<file path="src/rtl/sc_spi_pkg.sv">
// Shared types and widths for the SPI transfer sequencer slice.
//   - xfer_state_e : sequencer states
//   - xfer_cmd_t   : command payload latched at accept and driven to the engine
//   - words_max()  : running RX word count update
package sc_spi_pkg;

    localparam int unsigned DWIDTH_W = 9;
    localparam int unsigned PTR_W    = 4;
    localparam int unsigned CSSEL_W  = 5;
    localparam int unsigned DATA_W   = 32;
    // Holds the RX word count 0..16, one bit wider than a pointer.
    localparam int unsigned CNT_W    = PTR_W + 1;

    typedef enum logic [2:0] {
        ST_IDLE  = 3'd0,
        ST_START = 3'd1,
        ST_WAITB = 3'd2,
        ST_RUN   = 3'd3,
        ST_DONE  = 3'd4
    } xfer_state_e;

    typedef struct packed {
        logic [DWIDTH_W-1:0] dwidth;
        logic [CSSEL_W-1:0]  cssel;
        logic                csext;
    } xfer_cmd_t;

    // Word count after capturing index dpt: max(cur, dpt+1).
    function automatic logic [CNT_W-1:0] words_max(input logic [CNT_W-1:0] cur,
                                                   input logic [PTR_W-1:0] dpt);
        logic [CNT_W-1:0] nxt;
        nxt = CNT_W'(dpt) + CNT_W'(1);
        return (nxt > cur) ? nxt : cur;
    endfunction

endpackage

</file>
<file path="src/rtl/sc_spi_wbuf.sv">
// Word buffer: DEPTH x DATA_W register file, one synchronous write port,
// one combinational read port, asynchronous clear.
//   SPICLK, SYSRSTB : clock, async active-low clear of all words
//   we_i/waddr_i/wdata_i : write port; addresses >= DEPTH are ignored
//   raddr_i/rdata_o      : read port; addresses >= DEPTH read as zero
module sc_spi_wbuf
    import sc_spi_pkg::*;
#(
    parameter int unsigned DEPTH = 16
) (
    input  logic              SPICLK,
    input  logic              SYSRSTB,
    input  logic              we_i,
    input  logic [PTR_W-1:0]  waddr_i,
    input  logic [DATA_W-1:0] wdata_i,
    input  logic [PTR_W-1:0]  raddr_i,
    output logic [DATA_W-1:0] rdata_o
);

    localparam int unsigned NUM_SLOTS = 2 ** PTR_W;
    localparam logic [PTR_W:0] DEPTH_L = (PTR_W + 1)'(DEPTH);

    // Storage spans the full pointer range; slots at or above DEPTH are never
    // written and stay zero.
    logic [DATA_W-1:0] mem_q [NUM_SLOTS];

    logic wr_ok;
    logic rd_ok;

    assign wr_ok = we_i && ({1'b0, waddr_i} < DEPTH_L);
    assign rd_ok = {1'b0, raddr_i} < DEPTH_L;

    // Write port with async clear
    always_ff @(posedge SPICLK or negedge SYSRSTB) begin
        if (!SYSRSTB) begin
            mem_q <= '{default: '0};
        end else if (wr_ok) begin
            mem_q[waddr_i] <= wdata_i;
        end
    end

    assign rdata_o = rd_ok ? mem_q[raddr_i] : '0;

endmodule

</file>
<file path="src/rtl/sc_spi_xfer_ctrl.sv">
// Transfer sequencer and word buffer upstream of the SPI protocol engine.
// Accepts one host command, serves TX words by engine pointer, pulses
// SPISTART, captures RX words and reports completion.
//   Host    : CMD_VALID/READY/DWIDTH/CSSEL/CSEXT, TXWE/TXWADDR/TXWDATA,
//             RXRADDR/RXRDATA (1-cycle read), XFER_BUSY/DONE/ERR, RXWORDS
//   Engine  : DWIDTH/CSSEL/CSEXTEND/SPISTART out, SPIBUSY in,
//             TXDPT in / TXDATA out (combinational), RXDATA/RXVALID/RXDPT in
//   SPICLK clock, SYSRSTB async active-low reset
module sc_spi_xfer_ctrl
    import sc_spi_pkg::*;
#(
    parameter int unsigned BUF_WORDS = 16,
    parameter int unsigned START_TO  = 8
) (
    input  logic                SPICLK,
    input  logic                SYSRSTB,
    input  logic                CMD_VALID,
    output logic                CMD_READY,
    input  logic [DWIDTH_W-1:0] CMD_DWIDTH,
    input  logic [CSSEL_W-1:0]  CMD_CSSEL,
    input  logic                CMD_CSEXT,
    input  logic                TXWE,
    input  logic [PTR_W-1:0]    TXWADDR,
    input  logic [DATA_W-1:0]   TXWDATA,
    input  logic [PTR_W-1:0]    RXRADDR,
    output logic [DATA_W-1:0]   RXRDATA,
    output logic                XFER_BUSY,
    output logic                XFER_DONE,
    output logic                XFER_ERR,
    output logic [CNT_W-1:0]    RXWORDS,
    output logic [DWIDTH_W-1:0] DWIDTH,
    output logic [CSSEL_W-1:0]  CSSEL,
    output logic                CSEXTEND,
    output logic                SPISTART,
    input  logic                SPIBUSY,
    input  logic [PTR_W-1:0]    TXDPT,
    output logic [DATA_W-1:0]   TXDATA,
    input  logic [DATA_W-1:0]   RXDATA,
    input  logic                RXVALID,
    input  logic [PTR_W-1:0]    RXDPT
);

    localparam int unsigned   TO_W    = (START_TO > 1) ? $clog2(START_TO) : 1;
    localparam logic [TO_W-1:0] TO_LAST = TO_W'(START_TO - 1);
    localparam logic [CNT_W-1:0] BUF_WORDS_L = CNT_W'(BUF_WORDS);

    xfer_state_e       state_q;
    xfer_cmd_t         cmd_q;
    logic              ready_q;
    logic              busy_q;
    logic              done_q;
    logic              err_q;
    logic              start_q;
    logic [CNT_W-1:0]  rxwords_q;
    logic [CNT_W-1:0]  rxwords_d;
    logic [TO_W-1:0]   to_cnt_q;
    logic [DATA_W-1:0] rxrdata_q;
    logic [DATA_W-1:0] rx_rdata;

    logic tx_we;
    logic tx_drop;
    logic rx_we;

    // Host TX writes land only while idle; a write during a transfer is lost
    // and flagged.
    assign tx_we   = TXWE && !busy_q;
    assign tx_drop = TXWE && busy_q;

    // RX capture is independent of state so a late final word is kept.
    assign rx_we     = RXVALID && ({1'b0, RXDPT} < BUF_WORDS_L);
    assign rxwords_d = rx_we ? words_max(rxwords_q, RXDPT) : rxwords_q;

    sc_spi_wbuf #(
        .DEPTH (BUF_WORDS)
    ) u_txbuf (
        .SPICLK  (SPICLK),
        .SYSRSTB (SYSRSTB),
        .we_i    (tx_we),
        .waddr_i (TXWADDR),
        .wdata_i (TXWDATA),
        .raddr_i (TXDPT),
        .rdata_o (TXDATA)
    );

    sc_spi_wbuf #(
        .DEPTH (BUF_WORDS)
    ) u_rxbuf (
        .SPICLK  (SPICLK),
        .SYSRSTB (SYSRSTB),
        .we_i    (rx_we),
        .waddr_i (RXDPT),
        .wdata_i (RXDATA),
        .raddr_i (RXRADDR),
        .rdata_o (rx_rdata)
    );

    // Host RX read register; a same-cycle capture is seen one read later.
    always_ff @(posedge SPICLK or negedge SYSRSTB) begin
        if (!SYSRSTB) begin
            rxrdata_q <= '0;
        end else begin
            rxrdata_q <= rx_rdata;
        end
    end

    // Sequencer with registered handshake and engine outputs
    always_ff @(posedge SPICLK or negedge SYSRSTB) begin
        if (!SYSRSTB) begin
            state_q   <= ST_IDLE;
            cmd_q     <= '0;
            ready_q   <= 1'b0;
            busy_q    <= 1'b0;
            done_q    <= 1'b0;
            err_q     <= 1'b0;
            start_q   <= 1'b0;
            rxwords_q <= '0;
            to_cnt_q  <= '0;
        end else begin
            start_q   <= 1'b0;
            done_q    <= 1'b0;
            rxwords_q <= rxwords_d;
            if (tx_drop) begin
                err_q <= 1'b1;
            end

            case (state_q)
                ST_IDLE: begin
                    if (CMD_VALID && ready_q) begin
                        cmd_q     <= '{dwidth: CMD_DWIDTH, cssel: CMD_CSSEL, csext: CMD_CSEXT};
                        rxwords_q <= '0;
                        err_q     <= 1'b0;
                        busy_q    <= 1'b1;
                        ready_q   <= 1'b0;
                        start_q   <= 1'b1;
                        state_q   <= ST_START;
                    end else begin
                        ready_q <= 1'b1;
                    end
                end
                ST_START: begin
                    to_cnt_q <= '0;
                    state_q  <= ST_WAITB;
                end
                ST_WAITB: begin
                    // Engine acknowledge wins over a timeout in the same cycle.
                    if (SPIBUSY) begin
                        state_q <= ST_RUN;
                    end else if (to_cnt_q == TO_LAST) begin
                        err_q   <= 1'b1;
                        done_q  <= 1'b1;
                        state_q <= ST_DONE;
                    end else begin
                        to_cnt_q <= to_cnt_q + TO_W'(1);
                    end
                end
                ST_RUN: begin
                    if (!SPIBUSY) begin
                        done_q  <= 1'b1;
                        state_q <= ST_DONE;
                    end
                end
                ST_DONE: begin
                    busy_q  <= 1'b0;
                    ready_q <= 1'b1;
                    state_q <= ST_IDLE;
                end
                default: begin
                    busy_q  <= 1'b0;
                    ready_q <= 1'b0;
                    state_q <= ST_IDLE;
                end
            endcase
        end
    end

    assign CMD_READY = ready_q;
    assign XFER_BUSY = busy_q;
    assign XFER_DONE = done_q;
    assign XFER_ERR  = err_q;
    assign RXWORDS   = rxwords_q;
    assign DWIDTH    = cmd_q.dwidth;
    assign CSSEL     = cmd_q.cssel;
    assign CSEXTEND  = cmd_q.csext;
    assign SPISTART  = start_q;
    assign RXRDATA   = rxrdata_q;

endmodule

</file>
<file path="config.mk">
export PLATFORM = sky130hd
export DESIGN_NAME = sc_spi_xfer_ctrl
export DESIGN_NICKNAME = d
export VERILOG_FILES = /design/src/rtl/sc_spi_pkg.sv /design/src/rtl/sc_spi_wbuf.sv /design/src/rtl/sc_spi_xfer_ctrl.sv
export SDC_FILE = /design/constraint.sdc
export NUM_CORES = 1
export LEC_CHECK = 0
export BUFFER_PORTS_ARGS = -buffer_cell sky130_fd_sc_hd__buf_2
export CORE_MARGIN = 3
export CORE_UTILIZATION = 45
export CTS_CLUSTER_DIAMETER = 60
export DETAILED_ROUTE_END_ITERATION = 12
export PLACE_DENSITY = 0.64
export REMOVE_ABC_BUFFERS = 1
export SLEW_MARGIN = 40
export SYNTH_ARGS = -nofsm -noshare
export SYNTH_HDL_FRONTEND = slang
export SYNTH_HIERARCHICAL = 1
export SYNTH_SLANG_ARGS = --single-unit
</file>
<file path="constraint.sdc">
create_clock -name SPICLK -period 2.3 [get_ports SPICLK]
set_input_delay 0.23 -clock SPICLK [delete_from_list [all_inputs] [get_ports SPICLK]]
set_output_delay 0.23 -clock SPICLK [all_outputs]
set_load 0.03 [all_outputs]
</file>
==> Word level (Yosys, flattened, before mapping) <==
Cells that the tools add are included.
{ "word_totals": {"ramBits": 0, "latchBits": 0, "ff_bits": 1087, "inputBits": 101, "memories": 0, "rom_bits": 0, "out_inout_bits": 89} }
{ "classes": {"n_lt_le_gt_ge": 7, "mul": 0, "n_bitwise": 5, "n_shift": 0, "reduce_logical": 13, "eq_ne": 10, "muxes": 39, "add_sub_neg": 2, "n_div": 0} }
{ "op_table": {"columns": ["operator", "n"], "rows": [
  ["$bwmux W512", 2],
  ["$bmux W32 S4", 2],
  ["$demux W32 S4", 2],
  ["$mux W32", 6],
  ["$ge A5 B5 Y1 const B", 4],
  ["$mux W5", 4],
  ["$not A4 Y5", 4],
  ["$mux W3", 6],
  ["$pmux W3 S4", 1],
  ["$mux W1", 11],
  ["$lt A5 B1 Y1 const B", 2],
  ["$ne A2 B2 Y1 const B", 4],
  ["$eq A3 B2 Y1 const B", 2],
  ["$eq A3 B3 Y1 const B", 2],
  ["$pmux W1 S2", 3],
  ["$pmux W3 S2", 1],
  ["$reduce_and A3 Y1", 2],
  ["$add A4 B1 Y5 const B", 1],
  ["$gt A5 B5 Y1", 1],
  ["$logic_and A1 B1 Y1", 5],
  ["$reduce_and A2 Y1", 2],
  ["$add A3 B1 Y3 const B", 1],
  ["$eq A3 B1 Y1 const B", 1],
  ["$logic_not A3 Y1", 1],
  ["6 further kinds", 6]
]} }

==> Logic depth before layout (Yosys ltp) <==
{ "depth": {"word_depth": 6, "ltp_mapped": 7, "ltp_nobuf": 7} }

==> Hierarchy <==
The synthesis kept the hierarchy.
{ "by_module_without_submodules": {"columns": ["mod", "area_per_inst_um2", "n_inst", "cells_each", "seq_area_each_um2"], "rows": [
  ["sc_spi_wbuf", 22774.3, 2, 1404, 12812.3],
  ["sc_spi_xfer_ctrl", 2244.7, 1, 182, 1576.5]
]} }

==> Worst setup path before layout <==
No wires, ideal clock.
{ "synth_path": {"path_kind": "register to register", "from": "register busy_q (netlist: XFER_BUSY)", "to": "register u_txbuf/mem_q[161] in the netlist's numbering", "required_ns": 2.175, "arrival_ns": 1.945, "setup_ns": 0.125, "slack_ns": 0.230, "stages_incl_launch_ff": 6, "cell_sequence": "dfrtp_1 -> nor2b_1 -> nand2_1 -> nor3_1 -> buf_2 -> mux2_2"} }
{ "synth_via": {"elab_chain_cells": 2} }
{ "synth_lines": {"columns": ["item", "line", "text"], "rows": [
  ["start, declared", "sc_spi_xfer_ctrl.sv:50", "logic busy_q;"],
  ["start signal, assigned", "sc_spi_xfer_ctrl.sv:112", "busy_q <= 1'b0;"],
  ["start signal, assigned", "sc_spi_xfer_ctrl.sv:132", "busy_q <= 1'b1;"],
  ["start signal, assigned", "sc_spi_xfer_ctrl.sv:163", "busy_q <= 1'b0;"],
  ["$logic_not A1 Y1", "sc_spi_xfer_ctrl.sv:66", "assign tx_we = TXWE && !busy_q;"],
  ["$logic_and A1 B1 Y1", "sc_spi_xfer_ctrl.sv:66", null],
  ["via tx_we", "sc_spi_xfer_ctrl.sv:60", "logic tx_we;"],
  ["end signal, assigned by index", "sc_spi_wbuf.sv:38", "mem_q[waddr_i] <= wdata_i;"],
  ["end, declared", "sc_spi_wbuf.sv:25", "logic [DATA_W-1:0] mem_q [NUM_SLOTS];"]
]} }
The timed path passes the listed nets, and every way through them passes these cells.
A chain may end at the register's enable or synchronous reset.

==> Final worst setup path <==
{ "layout_path": {"from": "register u_txbuf/mem_q[153] in the netlist's numbering", "to": "output TXDATA[25]"} }
{ "layout_via": {"elab_chain_cells": 3} }
{ "layout_lines": {"columns": ["item", "line", "text"], "rows": [
  ["$bmux W32 S4", "sc_spi_wbuf.sv:42", "assign rdata_o = rd_ok ? mem_q[raddr_i] : '0;"],
  ["$mux W32 (implied by the code) (2 in series)", "sc_spi_wbuf.sv:42", null],
  ["end, declared", "sc_spi_xfer_ctrl.sv:37", "output logic [DATA_W-1:0] TXDATA,"]
]} }
Every way passes these cells. The select of a mux whose other input is x is not followed.

==> impl_metrics.xml <==
<?xml version="1.0" encoding="UTF-8"?>
<metrics>
  <group name="sta">
    <metric name="skew" unit="ns">0.0273</metric>
    <metric name="layout_min_cycle_time" unit="ns">2.28</metric>
    <metric name="setup_tns" unit="ns">0</metric>
    <metric name="slew-limit-headroom" unit="%">42.0</metric>
    <metric name="rsz0062_at_grt" unit="">yes</metric>
    <metric name="final-max-slew-violation-count" unit="">0</metric>
    <metric name="finalHoldViolCount" unit="">0</metric>
    <metric name="timing.final.crit_share" unit="%">99.1</metric>
    <metric name="setup_viol_count_final" unit="">0</metric>
    <metric name="f_max" unit="MHz">439</metric>
    <metric name="transition_time_at_the_pin_with_the_least_slew_margin" unit="ns">0.870</metric>
    <metric name="fin_hold_ws" unit="ns">0.0774</metric>
  </group>
  <group name="synth">
    <metric name="post_synth_num_cell_types" unit="">37</metric>
    <metric name="postSynth.topFlopCell" unit="">sky130_fd_sc_hd__dfrtp_1</metric>
    <metric name="synth_async_sr_flop_share" unit="%">100</metric>
    <metric name="avgSynthCellArea" unit="sq um">16.0</metric>
    <metric name="netlist_top_cells_area" unit="">sky130_fd_sc_hd__dfrtp_1 57%, sky130_fd_sc_hd__mux2_2 24%, sky130_fd_sc_hd__mux4_2 12%</metric>
    <metric name="synth_top_cell_by_area" unit="">sky130_fd_sc_hd__dfrtp_1</metric>
    <metric name="synth-seq-area-share" unit="%">56.9</metric>
    <metric name="postSynthRegisterBits" unit="">1087</metric>
    <metric name="synthDominantCellAreaShare" unit="%">56.9</metric>
    <metric name="synth_enable_flop_cells" unit="">0</metric>
    <metric name="yosysWarningCount" unit="">6</metric>
    <metric name="synth_cells" unit="">2990</metric>
    <metric name="synthesis.area" unit="sq mm">0.0478</metric>
  </group>
  <group name="clock_tree">
    <metric name="cts.sink_count" unit="">1087</metric>
    <metric name="tritoncts" unit="">yes</metric>
    <metric name="max-clock-path-buffers" unit="">3</metric>
    <metric name="clk_root_buffer_cell" unit="">sky130_fd_sc_hd__clkbuf_16</metric>
    <metric name="clk_transition_reported_paths" unit="ns">0.06</metric>
    <metric name="htree_num_levels" unit="">3</metric>
    <metric name="clk-insertion-delay-late" unit="ns">0.69</metric>
    <metric name="cts_inserted_buffers" unit="">114</metric>
  </group>
  <group name="detailed_routing">
    <metric name="first_iter_violations" unit="">1662</metric>
    <metric name="wire_per_inst" unit="microns">25.3</metric>
    <metric name="dr.pass1.iters" unit="">5</metric>
    <metric name="vias" unit="">27244</metric>
    <metric name="antenna_violating_nets_post_route" unit="">0</metric>
    <metric name="remaining_drc_errors" unit="">0</metric>
    <metric name="route.detailed.vias_per_inst" unit="">5.78</metric>
    <metric name="drt-total-wl" unit="mm">119</metric>
  </group>
  <group name="min_path">
    <metric name="worstHoldPathType" unit="">in2async</metric>
  </group>
  <group name="power_and_ir_drop">
    <metric name="ir_drop" unit="V">0.000792</metric>
    <metric name="power_density" unit="mW/mm^2">1050</metric>
    <metric name="design_power_total" unit="mW">59.3</metric>
    <metric name="leakagePower" unit="nW">25.0</metric>
  </group>
  <group name="grt">
    <metric name="grt_start_max_net_pins" unit="">84</metric>
    <metric name="number_of_antenna_violations_at_the_first_check_in_global_routing" unit="">6</metric>
    <metric name="global_route_wire_length_before_repair" unit="mm">185</metric>
    <metric name="via_count_of_the_first_global_routing_pass" unit="">30306</metric>
    <metric name="grtUsageTotal" unit="%">21.7</metric>
    <metric name="grt_overflow_total" unit="">0</metric>
  </group>
  <group name="final_layout">
    <metric name="mostFrequentLayoutCells" unit="">1087 x sky130_fd_sc_hd__dfrtp_1, 1018 x sky130_fd_sc_hd__mux2_2, 256 x sky130_fd_sc_hd__mux4_2</metric>
    <metric name="areaGrowthSynthToFinish" unit="%">17.9</metric>
    <metric name="proportion_of_layout_cells_with_a_drive_suffix_above_1" unit="%">55.6</metric>
    <metric name="layout.nets" unit="">3341</metric>
    <metric name="most_common_cell_after_layout_fill_and_taps_aside" unit="">sky130_fd_sc_hd__dfrtp_1</metric>
  </group>
  <group name="run_status">
    <metric name="run_status" unit="">finished clean</metric>
  </group>
  <group name="die">
    <metric name="core.rowCount" unit="">118</metric>
    <metric name="initial_utilization" unit="%">45.8</metric>
    <metric name="ioPinCount" unit="">190</metric>
    <metric name="vertical_die_dimension" unit="microns">332</metric>
    <metric name="die_w" unit="microns">332</metric>
    <metric name="core_footprint" unit="sq mm">0.104</metric>
    <metric name="fp.dieArea" unit="sq mm">0.110</metric>
  </group>
  <group name="critical_path">
    <metric name="timing.critical_path.fanout_max" unit="">2</metric>
    <metric name="cp_slowest_cell" unit="">sky130_fd_sc_hd__mux4_2</metric>
    <metric name="kind_of_cell_adding_the_most_delay_to_the_critical_path" unit="">multiplexers</metric>
    <metric name="criticalPathCategory" unit="">reg2out</metric>
    <metric name="worstPathRequired" unit="ns">2.07</metric>
    <metric name="worst_r2r_startpoint" unit="">XFER_BUSY$_DFFE_PN0P_</metric>
    <metric name="data_arrival_time_of_the_worst_path" unit="ns">2.05</metric>
    <metric name="critical_path.startpoint" unit="">u_txbuf/mem_q[153]$_DFFE_PN0P_</metric>
    <metric name="crit_buf_inv" unit="">1</metric>
    <metric name="critical_path.cell_chain" unit="">mux4_2 &gt; a22oi_1 &gt; nand2_1 &gt; buf_2</metric>
    <metric name="crit_path_max_incr_delay" unit="ns">0.47</metric>
    <metric name="critPathCaptureType" unit="">output pin</metric>
    <metric name="crit_path_start_kind" unit="">register</metric>
  </group>
  <group name="place">
    <metric name="placement.io_buffers" unit="">189</metric>
    <metric name="gp_congestion" unit="">0.739</metric>
    <metric name="dp_hpwl" unit="mm">67.3</metric>
  </group>
  <group name="flow_run">
    <metric name="max_cap_viol_count" unit="">0</metric>
  </group>
</metrics>
-- where the power goes --
group	internal (mW)	switching, mW
combinational	7.54	5.42
sequential	24.8	2.83
clock	11.1	7.63
total	43.4	15.9
-- cell usage after synthesis, types with 4 or more instances --
master	number
sky130_fd_sc_hd__mux2i_1	5
sky130_fd_sc_hd__nor3_1	12
sky130_fd_sc_hd__nand2b_1	8
sky130_fd_sc_hd__mux2_1	6
sky130_fd_sc_hd__a22oi_1	128
sky130_fd_sc_hd__ha_1	8
sky130_fd_sc_hd__inv_1	6
sky130_fd_sc_hd__mux2_2	1018
sky130_fd_sc_hd__nor2_1	18
sky130_fd_sc_hd__clkbuf_1	122
sky130_fd_sc_hd__nand3b_1	6
sky130_fd_sc_hd__buf_1	8
sky130_fd_sc_hd__mux4_2	256
sky130_fd_sc_hd__nand2_1	127
sky130_fd_sc_hd__a21oi_1	5
sky130_fd_sc_hd__dfrtp_1	1087
sky130_fd_sc_hd__buf_2	126
sky130_fd_sc_hd__nor2b_1	7
sky130_fd_sc_hd__nand3_1	10
sky130_fd_sc_hd__or3_1	4
sky130_fd_sc_hd__o21ai_0	4
-- registers in the layout, indices dropped and copies added, names as in the netlist, 3 cells and up --
name / flops
RXRDATA: 32
to_cnt_q: 3
CSSEL: 5
state_q: 3
u_txbuf/mem_q: 512
RXWORDS: 5
DWIDTH: 9
u_rxbuf/mem_q: 512
-- area by class of cell --
type                    instances  area (sq um)
diodes                          2          5.00
clock buffers                 164          3360
clock inverters                49           513
fillers                      8256         48000
inverters                       7          28.8
multi-input cells            1639         19800
flip-flops and latches       1087         27200
well taps                    1380          1730
repair buffers                383          3700
-- per-layer routing --
metal | share of wire, % | global-route usage, % | vias to the layer above | routed length (microns)
li1 | - | - | 11599 | -
met1 | 41 | 27.4 | 14850 | 49100
met2 | 52 | 38.7 | 552 | 62300
met3 | 3.3 | 2.93 | 237 | 3990
met4 | 3.1 | 6.92 | 6 | 3660
met5 | 0.029 | 0 | - | 34
-- kinds of logic after synthesis --
group	after synthesis	share of synthesized area, %
buf+inv	264	2.42
flops	1087	56.9
simple gates	204	1.94
xor+xnor	2	0.0367
mux	1285	36.3
fa+ha+maj	8	0.209
compound gates	140	2.18
-- path summary, 6_finish.rpt --
check / endpoint / slack, ns / cells after the start
worst max-delay path: TXDATA[25] / 0.02 / 4
worst min-delay path: u_txbuf/mem_q[357]$_DFFE_PN0P_ / 0.08 / 2
worst max register to register: u_txbuf/mem_q[506]$_DFFE_PN0P_ / 0.15 / 6
worst min register to register: DWIDTH[4]$_DFFE_PN0P_ / 0.48 / 2
max in group asynchronous: RXWORDS[3]$_DFF_PN0_ / 1.13 / 3
min in group SPICLK: RXWORDS[3]$_DFF_PN0_ / 0.08 / 5
-- stage by stage --
| stage | util (%) | instances | instance area [sq um] | worst slack [ns] |
|---|---|---|---|---|
| finish | 54.0 | 4711 | 56400 | 0.0214 |
| global route | 54.0 | 4710 | 56400 | -0.0716 |
| CTS | 53.9 | 4708 | 56300 | -0.0466 |
| detailed placement | 49.2 | 4410 | 51300 | 0.129 |
| global placement | 49.2 | 4410 | 51300 | 0.173 |
| floorplan | - | 2733 | 46700 | -1.50 |
-- repair_timing --
item / CTS / global route
gates resized for setup: 60 / 19
setup endpoints to repair: 29 / 32
setup buffers: 0 / 1
hold buffers: 85 / 0
pin swaps: 28 / 18
endpoints found under the hold margin: 1371 / 0
(Power assumes the default switching activity.)
